[src/rtl/lc3_pkg.sv]
`default_nettype none
// ============================================================================
// lc3_pkg : shared encodings and memory-map bounds for the LC-3 address unit
// Rev 1.0 : initial release
// ============================================================================
package lc3_pkg;

  localparam logic [1:0] ADDR2_ZERO  = 2'b00;
  localparam logic [1:0] ADDR2_OFF6  = 2'b01;
  localparam logic [1:0] ADDR2_OFF9  = 2'b10;
  localparam logic [1:0] ADDR2_OFF11 = 2'b11;

  localparam logic [15:0] USER_SPACE_LO = 16'h3000;
  localparam logic [15:0] DEV_SPACE_LO  = 16'hFE00;

  typedef enum logic [0:0] {
    S_IDLE  = 1'b0,
    S_ISSUE = 1'b1
  } state_t;

endpackage
`default_nettype wire

[src/rtl/lc3_offset_sext.sv]
`default_nettype none
// ============================================================================
// lc3_offset_sext : selects and sign-extends the IR offset field for ADDR2
// Rev 1.0 : initial release
// ============================================================================
module lc3_offset_sext
  import lc3_pkg::*;
#(
  parameter int ADDR_W = 16
) (
  input  logic [15:0]       ir,
  input  logic [1:0]        addr2_mux,
  output logic [ADDR_W-1:0] offset
);

  // Opcode bits never feed an offset field.
  logic unused_ir_hi;
  assign unused_ir_hi = ^ir[15:11];

  always_comb begin
    offset = '0;
    case (addr2_mux)
      ADDR2_ZERO:  offset = '0;
      ADDR2_OFF6:  offset = {{(ADDR_W-6){ir[5]}},   ir[5:0]};
      ADDR2_OFF9:  offset = {{(ADDR_W-9){ir[8]}},   ir[8:0]};
      ADDR2_OFF11: offset = {{(ADDR_W-11){ir[10]}}, ir[10:0]};
      default:     offset = '0;
    endcase
  end

endmodule
`default_nettype wire

[src/rtl/lc3_addr_gen.sv]
`default_nettype none
// ============================================================================
// lc3_addr_gen : pipelined LC-3 effective-address / burst generator
// Rev 1.0 : initial release; optional access checking via LC3_AGU_ACV_EN
// ============================================================================
module lc3_addr_gen
  import lc3_pkg::*;
#(
  parameter int ADDR_W = 16,
  parameter int CNT_W  = 8
) (
  input  logic              clk,
  input  logic              reset,
  input  logic              req_valid,
  output logic              req_ready,
  input  logic              addr1_mux,
  input  logic [1:0]        addr2_mux,
  input  logic [15:0]       ir,
  input  logic [ADDR_W-1:0] pc,
  input  logic [ADDR_W-1:0] sr1out,
  input  logic [CNT_W-1:0]  burst_len,
  input  logic              priv,
  output logic              out_valid,
  input  logic              out_ready,
  output logic [ADDR_W-1:0] addr_out,
  output logic              out_last,
  output logic              out_acv,
  output logic              busy
);

  state_t            state, state_nxt;
  logic [CNT_W-1:0]  remaining, rem_nxt, first_rem;
  logic [ADDR_W-1:0] addr_nxt, offset, base, ea, addr_inc;
  logic              last_nxt, acv_nxt, accept, beat_hs;
  logic              acv_accept, acv_step;

  lc3_offset_sext #(.ADDR_W(ADDR_W)) u_sext (
    .ir        (ir),
    .addr2_mux (addr2_mux),
    .offset    (offset)
  );

  assign out_valid = (state == S_ISSUE);
  assign busy      = out_valid;
  assign req_ready = ~out_valid | (out_ready & out_last);
  assign accept    = req_valid & req_ready;
  assign beat_hs   = out_valid & out_ready;

  assign base      = addr1_mux ? sr1out : pc;
  assign ea        = base + offset;
  assign addr_inc  = addr_out + ADDR_W'(1);
  assign first_rem = (burst_len == '0) ? '0 : burst_len - CNT_W'(1);

`ifdef LC3_AGU_ACV_EN
  // Privilege is captured at accept so the whole burst is judged by the requester.
  logic priv_q;
  always_ff @(posedge clk) begin
    if (reset)       priv_q <= 1'b0;
    else if (accept) priv_q <= priv;
  end
  assign acv_accept = priv & ((ea < ADDR_W'(USER_SPACE_LO)) | (ea >= ADDR_W'(DEV_SPACE_LO)));
  assign acv_step   = priv_q & ((addr_inc < ADDR_W'(USER_SPACE_LO)) |
                                (addr_inc >= ADDR_W'(DEV_SPACE_LO)));
`else
  logic unused_priv;
  assign unused_priv = priv;
  assign acv_accept  = 1'b0;
  assign acv_step    = 1'b0;
`endif

  always_comb begin
    state_nxt = state;
    addr_nxt  = addr_out;
    rem_nxt   = remaining;
    last_nxt  = out_last;
    acv_nxt   = out_acv;
    // accept is only possible when idle or on the last-beat handshake.
    if (accept) begin
      state_nxt = S_ISSUE;
      addr_nxt  = ea;
      rem_nxt   = first_rem;
      last_nxt  = (first_rem == '0) | acv_accept;
      acv_nxt   = acv_accept;
    end else if (beat_hs) begin
      if (out_last) begin
        state_nxt = S_IDLE;
      end else begin
        addr_nxt = addr_inc;
        rem_nxt  = remaining - CNT_W'(1);
        last_nxt = (remaining == CNT_W'(1)) | acv_step;
        acv_nxt  = acv_step;
      end
    end
  end

  always_ff @(posedge clk) begin
    if (reset) begin
      state     <= S_IDLE;
      addr_out  <= '0;
      remaining <= '0;
      out_last  <= 1'b0;
      out_acv   <= 1'b0;
    end else begin
      state     <= state_nxt;
      addr_out  <= addr_nxt;
      remaining <= rem_nxt;
      out_last  <= last_nxt;
      out_acv   <= acv_nxt;
    end
  end

endmodule
`default_nettype wire
[config.mk]
export PLATFORM = sky130hd
export DESIGN_NAME = lc3_addr_gen
export DESIGN_NICKNAME = d
export VERILOG_FILES = /design/src/rtl/lc3_pkg.sv /design/src/rtl/lc3_offset_sext.sv /design/src/rtl/lc3_addr_gen.sv
export SDC_FILE = /design/constraint.sdc
export NUM_CORES = 1
export LEC_CHECK = 0
export CAP_MARGIN = 10
export CORE_UTILIZATION = 52
export CTS_CLUSTER_DIAMETER = 120
export DETAILED_ROUTE_END_ITERATION = 12
export PLACE_DENSITY = 0.89
export SKIP_LAST_GASP = 1
export SLEW_MARGIN = 20
export SYNTH_ARGS = -nofsm -noshare
export SYNTH_HDL_FRONTEND = slang
export SYNTH_SLANG_ARGS = --single-unit
[constraint.sdc]
create_clock -name clk -period 6.85 [get_ports clk]
set_input_delay 1.0275 -clock clk [delete_from_list [all_inputs] [get_ports clk]]
set_output_delay 1.0275 -clock clk [all_outputs]
set_load 0.02 [all_outputs]
==> impl_metrics.env, run 1 <==
export IMPL_run_status="complete, no violations"
export IMPL_drt_wl_total_um=6889
export IMPL_std_cell_rows=26
export IMPL_hold_buffers=0
export IMPL_r2r_end="remaining[6]"
export IMPL_die_area_um2=5556
export IMPL_cp_cell_sequence="clkdlybuf4s50_1 -> mux2_2 -> ha_1 -> and3_1 -> a2111oi_4 -> a21boi_2 -> maj3_4 -> nor4_1 -> a221o_1"
export IMPL_root_buffer="clkbuf_8"
export IMPL_grt_pass1_vias=2646
export IMPL_pwr_share_seq_pct=35.4
export IMPL_leakagePower_uw=0.001358
export IMPL_antenna_found_initial=0
export IMPL_crit_path_max_incr_delay_ns=0.99
export IMPL_hp_class="flip-flop to flip-flop"
export IMPL_post_cts_buffers=0
export IMPL_arrival_ns=4.31
export IMPL_cts_max_level=1
export IMPL_cts_resized=0
export IMPL_syn_num_nets=429
export IMPL_grt_pass1_wl_um=11190
export IMPL_num_antenna_cells=0
export IMPL_seq_area_frac_synth_pct=19.02
export IMPL_period_minus_slack_ns=4.151
export IMPL_cp_max_fo=17
export IMPL_grt_overflow=0
export IMPL_core_um2=5075
export IMPL_yosysUniqueCellTypes=64
export IMPL_regToRegStartpoint="busy"
export IMPL_cp_end_kind="flip-flop"
export IMPL_start_kind="input pin"
export IMPL_dp_hpwl_um=5430
export IMPL_worst_setup_path_type="input pin to flip-flop"
export IMPL_yosys_warnings=0
export IMPL_power_frac_comb_pct=48.5
export IMPL_critPathCapture="addr_out[11]"
export IMPL_layout_commonest_cell="clkdlybuf4s50_1"
export IMPL_finalSetupTns_ns=0
export IMPL_yosys_area_share_adder_pct=8.551
export IMPL_vias=2855
export IMPL_power_share_clock_pct=16.1
export IMPL_timing_fmax_mhz=240.9
export IMPL_synth_top_family_by_area="simple AND/OR/NAND/NOR gates"
export IMPL_fill_cells=425
export IMPL_drive_above_1_share_pct=7.952
export IMPL_drv_slew=0
export IMPL_ys_flop_type="dfxtp_1"
export IMPL_grtUsageTotal_pct=25.34
export IMPL_async_flop_share_pct=0
export IMPL_via_per_inst=5.887
export IMPL_place_area_um2=3490
export IMPL_drt_iter0_drc=160
export IMPL_synth_xor_area_share_pct=7.042
export IMPL_clk_pin_slew_ns=0.09
export IMPL_die_w_um=74.54
export IMPL_tightest_slew_ns=0.8524
export IMPL_final_area_um2=3526
export IMPL_clock_latency_ns=0.27
export IMPL_critical_path_required_ns=7.01
export IMPL_finalClockSkew_ns=0.003312
export IMPL_placement_io_buffers=77
export IMPL_hold_violations=0
export IMPL_grt_max_degree=32
export IMPL_drc=0
export IMPL_switchingPower_uw=193.8
export IMPL_area_growth_pct=28.85
export IMPL_r2r_slack_ns=4.75
export IMPL_synth_compound_area_share_pct=23.64
export IMPL_max_cap_violations=0
export IMPL_cp_startpoint="addr1_mux"
export IMPL_swShare_pct=36.77
export IMPL_rsz0062_at_grt="no"
export IMPL_finalSetupViolCount=0
export IMPL_reg2reg_depth=6
export IMPL_ys_ff_latch=26
export IMPL_synth_cells=348
export IMPL_initial_core_util_pct=53.92
export IMPL_syn_area_per_cell_um2=7.863
export IMPL_final_nets=498
export IMPL_cts_tree="built"
export IMPL_cp_slowest_cell="clkdlybuf4s50_1"
export IMPL_clock_sinks=26
export IMPL_ios=85
export IMPL_numCtsBuffers=3
export IMPL_synthMuxAreaShare_pct=8.413
export IMPL_finalCritPeriodShare_pct=60.60
export IMPL_ant_nets=0
export IMPL_gp_congestion=0.8211
export IMPL_synth_edf_count=0
export IMPL_p_int_uw=333.2
export IMPL_dieHeight_um=74.54
export IMPL_powerDensity_nw_per_um2=149.5
export IMPL_wl_per_cell_um=14.20
export IMPL_yosys_area_share_simple_pct=27.02
export IMPL_final_cell_mix="clkdlybuf4s50_1, nor2_1, nand2_1"
export IMPL_drtPass1Iterations=4
export IMPL_ir_worst_vdd_mv=0.07051
export IMPL_timing_slew_headroom_pct=42.96
export IMPL_synth_area_um2=2736
export IMPL_cts_buffer_depth=2
[synth_stat cells (3+ instances only)]
library cell	count	share of area (%)
and3_1	9	2.1
clkbuf_1	4	0.55
nand2b_1	3	0.69
a21oi_1	18	3.3
nor2_1	34	4.7
dfxtp_1	26	19
a2111oi_0	4	1.3
mux2_2	13	5.3
and4_1	3	0.96
or4_1	4	1.1
nand2_1	27	3.7
o21ai_1	3	0.55
or3_1	3	0.69
o22ai_1	3	0.69
nand3_1	10	1.8
inv_1	14	1.9
xor2_1	5	1.6
xnor2_1	17	5.4
mux2i_1	7	2.6
a21o_1	6	1.6
nor3b_1	3	0.82
nand4_1	5	1.1
and2_1	3	0.69
o21a_1	3	0.82
nor3_1	14	2.6
o21ai_0	19	3.5
ha_1	16	7.3
a221oi_1	6	1.9
nor4_1	3	0.69
clkbuf_8	5	2.5
a211oi_1	9	2.5
nor2b_1	7	1.6
[state kept, by name, summed over array words and instances (netlist names)]
register and count:
addr_out 16, remaining 8, busy 1, out_last 1
[how the worst min path moves through the flow]
stage | start | endpoint | slack, ns | cells past startpoint
4_1_cts | remaining[7] | remaining[7] | 0.51 | 2
3_5_place_dp | remaining[7] | remaining[7] | 0.47 | 2
5_1_grt | remaining[7] | remaining[7] | 0.54 | 2
3_3_place_gp | remaining[7] | remaining[7] | 0.46 | 2
6_report | remaining[7] | remaining[7] | 0.52 | 2
2_1_floorplan | remaining[7] | remaining[7] | 0.45 | 2
[stage by stage]
stage	instances	total power (uW)	utilization (%)	setup WS, ns	hold slack [ns]
finish	485	527.0	69.48	2.699	0.5201
CTS	485	526.4	69.58	2.686	0.5134
floorplan	348	354.0	-	3.117	0.4502
global route	485	559.9	69.48	2.524	0.5370
detailed placement	482	442.7	68.76	2.404	0.4658
global placement	482	434.3	68.76	2.464	0.4615
[power groups by stage]
stage               Clock, uW  Combinational, uW  Sequential [uW]
detailed placement          0                253              189
floorplan                   0                155              199
global route             90.3                281              189
global placement            0                246              188
finish                   84.7                256              187
CTS                      85.6                255              186
[routing by layer]
metal	share of wire [%]	GRT usage [%]	vias to the layer above
met1	42	29.39	1316
met5	0	0	-
met4	1.7	7.966	0
li1	-	-	1431
met3	4.4	2.168	13
met2	52	48.55	95
[area by class of cell]
type | count | area [um^2] | area share (%)
Inverter | 15 | 56.30 | 1.597
Sequential cell | 26 | 520.5 | 14.76
Multi-Input combinational cell | 293 | 2047 | 58.06
Timing Repair Buffer | 78 | 773.2 | 21.93
Tap cell | 70 | 87.58 | 2.484
Clock buffer | 3 | 41.29 | 1.171
[cell families after synthesis]
logic type / count (synthesis)
AOI/OAI and AO/OA: 93
and+or+nand+nor: 138
buffers and inverters: 29
xor gates and xnor gates: 22
muxes: 21
adders and majority gates: 18
other: 1
DFF: 26
[worst max-delay path, delay by kind of cell]
kind            cells  cell delay, ns
mux                 1            0.42
compound gates      3            1.00
fa+ha+maj           2            0.60
simple gates        2            0.26
buf+inv             1            0.99
Note: power is estimated with default switching activity, not from simulation.
==> run 2: changes to the inputs <==
--- a/config.mk
+++ b/config.mk
@@ -6,10 +6,10 @@
 export NUM_CORES = 1
 export LEC_CHECK = 0
 export CAP_MARGIN = 10
-export CORE_UTILIZATION = 52
+export CORE_UTILIZATION = 48
 export CTS_CLUSTER_DIAMETER = 120
 export DETAILED_ROUTE_END_ITERATION = 12
-export PLACE_DENSITY = 0.89
+export PLACE_DENSITY = 0.83
 export SKIP_LAST_GASP = 1
 export SLEW_MARGIN = 20
 export SYNTH_ARGS = -nofsm -noshare
==> constraint.sdc (replaced) <==
create_clock -name clk -period 4 [get_ports clk]
set_input_delay 0.6 -clock clk [delete_from_list [all_inputs] [get_ports clk]]
set_output_delay 0.6 -clock clk [all_outputs]
set_load 0.02 [all_outputs]
==> run 2 against run 1 <==
Effect of this change:
- clock skew decreased by 0.0012 ns
- register-to-register slack got worse by 2.8 ns
- clock power increased by 98%
- sequential power increased by 70%
- combinational power increased by 73%
- global-route usage decreased by 1.7 points
==> impl_metrics.env, run 2 (synthesis results as in run 1) <==
export IMPL_grtUsageTotal_pct=23.66
export IMPL_cp_max_fo=8
export IMPL_clock_sinks=26
export IMPL_tightest_slew_ns=0.5893
export IMPL_arrival_ns=3.65
export IMPL_placedCellCount=490
export IMPL_num_antenna_cells=0
export IMPL_run_status="complete, no violations"
export IMPL_start_kind="input pin"
export IMPL_leakagePower_uw=0.001394
export IMPL_power_uw=931.0
export IMPL_layout_commonest_cell="clkdlybuf4s50_1"
export IMPL_cts_buffer_depth=2
export IMPL_cp_cell_sequence="clkdlybuf4s50_1 -> mux2i_1 -> o21a_1 -> inv_2 -> ha_1 -> a21oi_1 -> and3_1 -> o21ai_0 -> a2111oi_0 -> a221oi_1 -> o31ai_1"
export IMPL_placement_io_buffers=77
export IMPL_reg_largest_list="addr_out x16, remaining x8"
export IMPL_finalClockSkew_ns=0.002071
export IMPL_grt_max_degree=32
export IMPL_dieHeight_um=77.51
export IMPL_worst_setup_path_type="input pin to flip-flop"
export IMPL_die_area_um2=6007
export IMPL_grt_pass1_vias=2711
export IMPL_max_cap_violations=0
export IMPL_dp_hpwl_um=5592
export IMPL_numCtsBuffers=3
export IMPL_r2r_slack_ns=1.94
export IMPL_vias=2831
export IMPL_crit_path_max_incr_delay_ns=0.57
export IMPL_cts_max_level=1
export IMPL_finalSetupViolCount=0
export IMPL_cp_slowest_cell="clkdlybuf4s50_1"
export IMPL_hp_class="flip-flop to flip-flop"
export IMPL_drt_iter0_drc=142
export IMPL_cts_tree="built"
export IMPL_largest_reg_flops=16
export IMPL_hold_buffers=0
export IMPL_initial_core_util_pct=49.69
export IMPL_drtPass1Iterations=4
export IMPL_period_minus_slack_ns=3.466
export IMPL_die_w_um=77.51
export IMPL_timing_slew_headroom_pct=60.39
export IMPL_finalSetupTns_ns=0
export IMPL_clk_pin_slew_ns=0.09
export IMPL_drive_above_1_share_pct=9.242
export IMPL_core_um2=5507
export IMPL_clock_latency_ns=0.26
export IMPL_ios=85
export IMPL_wl_per_cell_um=14.14
export IMPL_cts_resized=0
export IMPL_area_growth_pct=31.28
export IMPL_hold_violations=0
export IMPL_drt_wl_total_um=6986
export IMPL_drc=0
export IMPL_timing_fmax_mhz=288.5
export IMPL_largest_register="addr_out"
export IMPL_ir_worst_vdd_mv=0.2113
export IMPL_finalCritPeriodShare_pct=86.66
export IMPL_root_buffer="clkbuf_8"
export IMPL_ant_nets=0
export IMPL_stdcell_count=494
export IMPL_std_cell_rows=27
export IMPL_gp_congestion=0.8499
export IMPL_via_per_inst=5.731
export IMPL_drv_slew=0
export IMPL_final_nets=504
export IMPL_post_cts_buffers=0
export IMPL_critical_path_required_ns=4.18
export IMPL_rsz0062_at_grt="no"
export IMPL_grt_pass1_wl_um=11800
export IMPL_powerDensity_nw_per_um2=259.2
export IMPL_final_cell_mix="clkdlybuf4s50_1, nor2_1, nand2_1"
export IMPL_cp_end_kind="flip-flop"
export IMPL_antenna_found_initial=0
export IMPL_grt_overflow=0
[run 2: changes by cell type in the layout (fill, tap and decap cells not counted), sizes merged]
cell | previous run | this run
buf | 2 | 7
clkbuf | 3 | 4
clkdlybuf4s50 | 76 | 77
[run 2: worst paths after layout]
path / startpoint / endpoint / depth (start not counted)
worst min register to register: remaining[7] / remaining[7] / 2
worst max register to register: addr_out[2] / addr_out[15] / 6
worst min-delay path: remaining[7] / remaining[7] / 2
worst max-delay path: addr2_mux[0] / addr_out[15] / 11
[run 2: per-layer routing]
metal	global-route usage, %	routed length (um)	vias to the layer above
li1	-	-	1437
met5	0	0	-
met3	1.765	257	13
met2	46.37	3560	90
met1	27.16	3051	1291
met4	6.038	117	0
[run 2: power by group]
group	switching [uW]	internal, uW	leakage [uW]
combinational	222	222	0.00115
sequential	32.7	286	0.000215
clock	80.6	87.8	0.0000288
total	335	596	0.00139
[run 2: cell type report]
cell class                 count  area [um^2]
clock buffer                   4        55.05
fill                         476         1914
inverter                      15        56.30
multi-input combinational    293         2047
sequential                    26        520.5
tap                           72        90.09
timing repair buffer          84        823.3
[run 2: through the flow]
step                cell area [um^2]  hold slack, ns  worst slack [ns]  util [%]
floorplan                       2736          0.4502            0.6949         -
global route                    3592          0.4986            0.2253     65.24
finish                          3592          0.4782            0.5338     65.24
detailed placement              3537          0.4637            0.3123     64.24
CTS                             3592          0.4774            0.5921     65.24
global placement                3537          0.4618            0.3982     64.24
[run 2: critical path, delay by kind of cell]
kind                     cells  cell delay, ns
AO/OA/AOI/OAI                6            1.48
buffers and inverters        2            0.72
adder cells (fa/ha/maj)      1            0.39
multiplexers                 1            0.24
AND/OR/NAND/NOR              1            0.21
